<file path="src/rtl/vga_regs_pkg.sv">
// vga_regs_pkg - shared constants and types for the VGA display-control register bank.
// Rev 1.0
`default_nettype none

package vga_regs_pkg;

  localparam int VGA_NUM_REGS  = 8;
  localparam int VGA_REG_WIDTH = 16;

  localparam int REG_MODE        = 0;
  localparam int REG_COLOR       = 1;
  localparam int REG_CURSOR_POS  = 2;
  localparam int REG_CURSOR_SCAN = 3;
  localparam int REG_START_ADDR  = 4;

  // Mode and colour take effect at once; cursor and scroll wait for frame start.
  localparam logic [VGA_NUM_REGS-1:0] VGA_IMMEDIATE_MASK =
      (VGA_NUM_REGS'(1) << REG_MODE) | (VGA_NUM_REGS'(1) << REG_COLOR);

  typedef logic [VGA_REG_WIDTH-1:0] vga_reg_t;

  function automatic int idx_width(input int n);
    return (n > 1) ? $clog2(n) : 1;
  endfunction

endpackage

`default_nettype wire

</file>
<file path="src/rtl/vga_frame_edge.sv">
// vga_frame_edge - vsync assertion detect, registered frame_start pulse and frame counter.
// Rev 1.0
`default_nettype none

module vga_frame_edge #(
  parameter bit VSYNC_ACT_LOW = 1'b1,
  parameter int FCNT_WIDTH    = 8
) (
  input  logic                  vga_clk,
  input  logic                  reset,
  input  logic                  vga_vsync,
  output logic                  fs,
  output logic                  frame_start,
  output logic [FCNT_WIDTH-1:0] frame_count
);

  logic vs_act;
  logic vs_act_q;

  assign vs_act = vga_vsync ^ VSYNC_ACT_LOW;
  assign fs     = vs_act & ~vs_act_q;

  // History resets to asserted so a vsync already active at reset release is not a frame start.
  always_ff @(posedge vga_clk or posedge reset) begin
    if (reset) begin
      vs_act_q    <= 1'b1;
      frame_start <= 1'b0;
      frame_count <= '0;
    end else begin
      vs_act_q    <= vs_act;
      frame_start <= fs;
      if (fs) begin
        frame_count <= frame_count + FCNT_WIDTH'(1);
      end
    end
  end

endmodule

`default_nettype wire

</file>
<file path="src/rtl/vga_frame_regs.sv">
// vga_frame_regs - double-buffered display-control registers committed at frame start.
// Rev 1.0
`default_nettype none

module vga_frame_regs
  import vga_regs_pkg::*;
#(
  parameter int                   NUM_REGS       = 8,
  parameter int                   REG_WIDTH      = 16,
  parameter logic [NUM_REGS-1:0]  IMMEDIATE_MASK = '0,
  parameter logic [REG_WIDTH-1:0] RESET_VAL      = '0,
  parameter bit                   VSYNC_ACT_LOW  = 1'b1,
  parameter int                   FCNT_WIDTH     = 8,
  localparam int                  IW             = idx_width(NUM_REGS),
  localparam int                  NB             = REG_WIDTH / 8
) (
  input  logic                          vga_clk,
  input  logic                          reset,
  input  logic                          wr_valid,
  input  logic [IW-1:0]                 wr_index,
  input  logic [REG_WIDTH-1:0]          wr_data,
  input  logic [NB-1:0]                 wr_bytesel,
  input  logic                          hold,
  input  logic                          vga_vsync,
  output logic [NUM_REGS*REG_WIDTH-1:0] regs_out,
  output logic [NUM_REGS-1:0]           pending,
  output logic                          commit,
  output logic                          frame_start,
  output logic [FCNT_WIDTH-1:0]         frame_count
);

  logic [REG_WIDTH-1:0] shadow [NUM_REGS];
  logic [REG_WIDTH-1:0] active [NUM_REGS];

  logic                 fs;
  logic                 in_range;
  logic                 wr_hit;
  logic [IW-1:0]        sel_idx;
  logic [REG_WIDTH-1:0] merged;
  logic [NUM_REGS-1:0]  wr_sel;
  logic [NUM_REGS-1:0]  pend_next;
  logic                 do_commit;

  vga_frame_edge #(
    .VSYNC_ACT_LOW (VSYNC_ACT_LOW),
    .FCNT_WIDTH    (FCNT_WIDTH)
  ) u_edge (
    .vga_clk     (vga_clk),
    .reset       (reset),
    .vga_vsync   (vga_vsync),
    .fs          (fs),
    .frame_start (frame_start),
    .frame_count (frame_count)
  );

  // Only a non-power-of-two bank can see an index past its last register.
  generate
    if ((2 ** IW) > NUM_REGS) begin : g_range_check
      assign in_range = (32'(wr_index) < NUM_REGS);
    end else begin : g_range_full
      assign in_range = 1'b1;
    end
  endgenerate

  assign wr_hit  = wr_valid & in_range & (|wr_bytesel);
  assign sel_idx = in_range ? wr_index : '0;

  always_comb begin
    merged = shadow[sel_idx];
    for (int b = 0; b < NB; b++) begin
      if (wr_bytesel[b]) begin
        merged[8*b +: 8] = wr_data[8*b +: 8];
      end
    end
  end

  always_comb begin
    wr_sel = '0;
    for (int i = 0; i < NUM_REGS; i++) begin
      wr_sel[i] = wr_hit && (sel_idx == IW'(i));
    end
  end

  // A deferred write landing on the commit cycle joins this frame's update.
  assign pend_next = pending | (wr_sel & ~IMMEDIATE_MASK);
  assign do_commit = fs & ~hold & (|pend_next);

  always_ff @(posedge vga_clk or posedge reset) begin
    if (reset) begin
      for (int i = 0; i < NUM_REGS; i++) begin
        shadow[i] <= RESET_VAL;
        active[i] <= RESET_VAL;
      end
      pending <= '0;
      commit  <= 1'b0;
    end else begin
      for (int i = 0; i < NUM_REGS; i++) begin
        if (wr_sel[i]) begin
          shadow[i] <= merged;
        end
        if (wr_sel[i] && IMMEDIATE_MASK[i]) begin
          active[i] <= merged;
        end else if (do_commit && pend_next[i]) begin
          active[i] <= wr_sel[i] ? merged : shadow[i];
        end
      end
      pending <= do_commit ? '0 : pend_next;
      commit  <= do_commit;
    end
  end

  generate
    for (genvar i = 0; i < NUM_REGS; i++) begin : g_out
      assign regs_out[i*REG_WIDTH +: REG_WIDTH] = active[i];
    end
  endgenerate

endmodule

`default_nettype wire
</file>
<file path="config.mk">
export PLATFORM = sky130hd
export DESIGN_NAME = vga_frame_regs
export DESIGN_NICKNAME = d
export VERILOG_FILES = /design/src/rtl/vga_regs_pkg.sv /design/src/rtl/vga_frame_edge.sv /design/src/rtl/vga_frame_regs.sv
export SDC_FILE = /design/constraint.sdc
export NUM_CORES = 1
export LEC_CHECK = 0
export ABC_AREA = 1
export CAP_MARGIN = 25
export CORE_AREA = 2 2 167 153
export DETAILED_ROUTE_END_ITERATION = 10
export DIE_AREA = 0 0 169 155
export GPL_ROUTABILITY_DRIVEN = 1
export PLACE_DENSITY = 0.75
export SLEW_MARGIN = 20
export SYNTH_ARGS = -nofsm -noshare
export SYNTH_HDL_FRONTEND = slang
export SYNTH_HIERARCHICAL = 1
export SYNTH_SLANG_ARGS = --single-unit
</file>
<file path="constraint.sdc">
create_clock -name vga_clk -period 9.7 [get_ports vga_clk]
set_input_delay 0.97 -clock vga_clk [delete_from_list [all_inputs] [get_ports vga_clk]]
set_output_delay 0.97 -clock vga_clk [all_outputs]
set_load 0.03 [all_outputs]
</file>
==> key figures <==
Clock tree
  – # resized after CTS: 0
  – Clock Latency Late Sink: 0.56 ns
  – CTS H-tree lvls: 1
  – CTS Root Cell: clkbuf_16
  – CTS buffer count: 29
  – Number of buffers on the longest clock path: 3
  – Setup bufs post-CTS: 0
  – Clock Pin Slew Worst Setup and Hold Paths: 0.07 ns
  – Clock sinks: 275
  – CTS tree: built
  – CTS Hold Bufs: 0

Logic synthesis
  – FFs w/ async S/R, synth: 1.000
  – Top cells by count, synth: nand2_1, dfrtp_1, nand3_1
  – Mapped Cells: 1568
  – Post-synthesis register bit count: 275
  – Synth Area in Compound Gates: 0.005795
  – Syn avg cell area: 7.987 um2
  – Most numerous cell in the Yosys netlist: nand2_1
  – Syn_nets: 1595
  – Ys flop type: dfrtp_1
  – Count of cell types in the netlist: 27
  – Cell Area, Synth: 12520 um2
  – Mux share of post-synthesis cell area: 0
  – Share of the synthesized area in the top cell type: 0.5475
  – Post-Synth Simple-Gate Area: 0.3943
  – Yosys warns: 6
  – EDFF count, synth: 0
  – Post-synthesis xor/xnor area fraction: 0.002098
  – Cell accounting for the most synthesized area: dfrtp_1
  – Post-Synth Adder-Cell Area: 0.0009991
  – Post-synthesis sequential area ratio: 0.5496
  – Top post-synthesis cells by area: dfrtp_1, nand2_1, nand3_1, buf_6, nand2_4
  – Dominant combinational cell family by area after synthesis: simple AND/OR/NAND/NOR gates

Die
  – Die H: 155 um
  – Number of I/O pins: 172
  – Initial Util: 0.5083
  – Chip width: 169 um
  – Core area: 24640 um2
  – # rows: 55
  – Die area: 26200 um2

Place
  – Port-buffer cells: 171
  – GP Congestion: 0.9996
  – Placed Cells incl. Taps: 1986
  – Post-DP HPWL: 25490 um

STA
  – Clock skew after layout: 0.01020 ns
  – Max Slew Vio Count: 0
  – Fmax: 257.7 MHz
  – Fin Setup TNS: 0 ns
  – Max-slew headroom: 0.3749
  – Final hold violation count: 0
  – Endpoints failing setup: 0
  – Slew @ Worst Pin: 0.9376 ns
  – RSZ-0062 raised after global routing: no
  – Period utilization: 0.4000
  – Final min period: 3.880 ns

Global routing
  – Antenna violations before repair: 1
  – First-pass GRT wire length: 60170 um
  – GRT Total Usage: 0.2953
  – Overflow after GRT: 0
  – Vias in the first global route: 10560
  – Largest net degree at the start of global routing: 118

Setup path
  – Startpoint types: input port
  – Critical setup path kind: input port to flop
  – Arr. time, crit path: 4.38 ns
  – Critical Path End Type: flop
  – Max FO, Critical Path: 72
  – CP required: 10.20 ns
  – FF-to-FF path depth: 8

Power
  – Pleak: 8.234 nW
  – Peak supply drop: 188.8 uV
  – Sw Pwr: 1.324 mW
  – Clock power frac: 0.324
  – Total power: 3.793 mW
  – Switching share of total power: 0.3490
  – Sequential share of power: 0.401
  – Power Internal: 2.469 mW
  – Comb pwr share: 0.275
  – Pwr Density: 247.4 nW/um2

Drt
  – TritonRoute pass-1 iters: 5
  – DRC: 0
  – DR vias: 11130
  – Post-route ant nets: 0
  – 1st-iter DRT viols: 1344
  – Wire per inst: 18.91 um
  – Routed vias/inst: 5.452
  – Detailed Route WL: 38620 um

Finish
  – Fillers: 2171
  – Area growth, synth to finish: 22.44%
  – Fraction of layout cells with a size suffix above 1: 0.06131
  – Number of diodes: 0
  – Final Non-Filler Cells: 2042
  – Nets@finish: 1733

Outcome
  – Status: complete, no violations

Hold path
  – Worst hold path class: flop to flop
  – Hold path cells: 2

Flow run
  – Max Cap Violations: 0
-- cells in the final DEF (no fill, tap or decap), types with 6 or more instances in the layout --
master and instances:
nand2_1 936, dfrtp_1 274, nand3_1 179, clkdlybuf4s50_1 170, clkbuf_16 29, inv_1 28
nand2_4 17, nor2_1 13, a21oi_1 13, nand3_4 8, buf_4 7, clkinv_2 6
bufinv_16 6
-- worst max-delay path: stages --
cell and delay [ns]:
clkdlybuf4s50_1 0.95, inv_2 0.40, nor2_1 0.29, nand2_4 0.18
nand2_4 0.26, nor2_1 0.13, nand2_1 0.08, nor2_1 0.07
nor2_4 0.09, buf_4 0.59, nand3_1 0.17, nand2_1 0.10
-- final timing paths --
kind / from / endpoint / slack, ns
min reg2reg: regs_out[97] / regs_out[97] / 0.48
max: wr_index[2] / regs_out[12] / 5.82
max reg2reg: u_edge/vs_act_q / regs_out[12] / 6.99
max in group asynchronous: reset / shadow[42] / 6.73
min in group asynchronous: reset / u_edge/frame_count[6] / 0.85
min: regs_out[97] / regs_out[97] / 0.48
-- metal layers --
metal / routed length [um] / up-vias / share of wire / global-route usage
met3: 3317 / 82 / 0.086 / 0.04604
met1: 17150 / 5359 / 0.44 / 0.4485
met4: 1328 / 0 / 0.034 / 0.08913
met5: 0 / - / 0 / 0
li1: - / 5163 / - / -
met2: 16830 / 528 / 0.44 / 0.4399
-- power groups by stage --
stage	clock network, mW	registers (mW)	logic (mW)
floorplan	0	1.73	0.409
global placement	0	1.53	1.02
detailed placement	0	1.53	1.03
CTS	1.24	1.52	1.04
global route	1.28	1.55	1.12
finish	1.23	1.52	1.04
-- flip-flops by register name, summed over array words and instances, names as in the netlist --
register and count:
regs_out 128, shadow 128, pending 8, u_edge/frame_count 8, commit 1, u_edge/frame_start 1, u_edge/vs_act_q 1
-- logic make-up (layout without fill, tap and decap cells) --
logic type / count (synthesis) / after routing
AND/OR/NAND/NOR: 1168 / 1168
flip-flops: 275 / 275
buffers and inverters: 107 / 268
adder cells (fa/ha/maj): 1 / 1
XOR/XNOR: 3 / 3
AO/OA/AOI/OAI: 14 / 14
-- per-stage QoR --
stage | setup slack, ns | util | hold slack, ns | area, um2
finish | 5.820 | 0.6224 | 0.4792 | 15330
global route | 5.618 | 0.6224 | 0.4967 | 15330
CTS | 5.839 | 0.6205 | 0.4824 | 15290
detailed placement | 5.287 | 0.5773 | 0.4643 | 14220
global placement | 5.346 | 0.5773 | 0.4629 | 14220
floorplan | 1.433 | - | 0.4678 | 12520
-- layout make-up --
type,instances,area (um2),share of cell area
clock buffers,34,774.5,0.05051
clock inverters,20,287.8,0.01877
inverters,34,135.1,0.008813
multi-input cells,1186,5055,0.3297
flip-flops and latches,275,6883,0.4489
well taps,313,391.6,0.02554
repair buffers,180,1807,0.1178
Note: power is estimated with default switching activity, not from simulation.
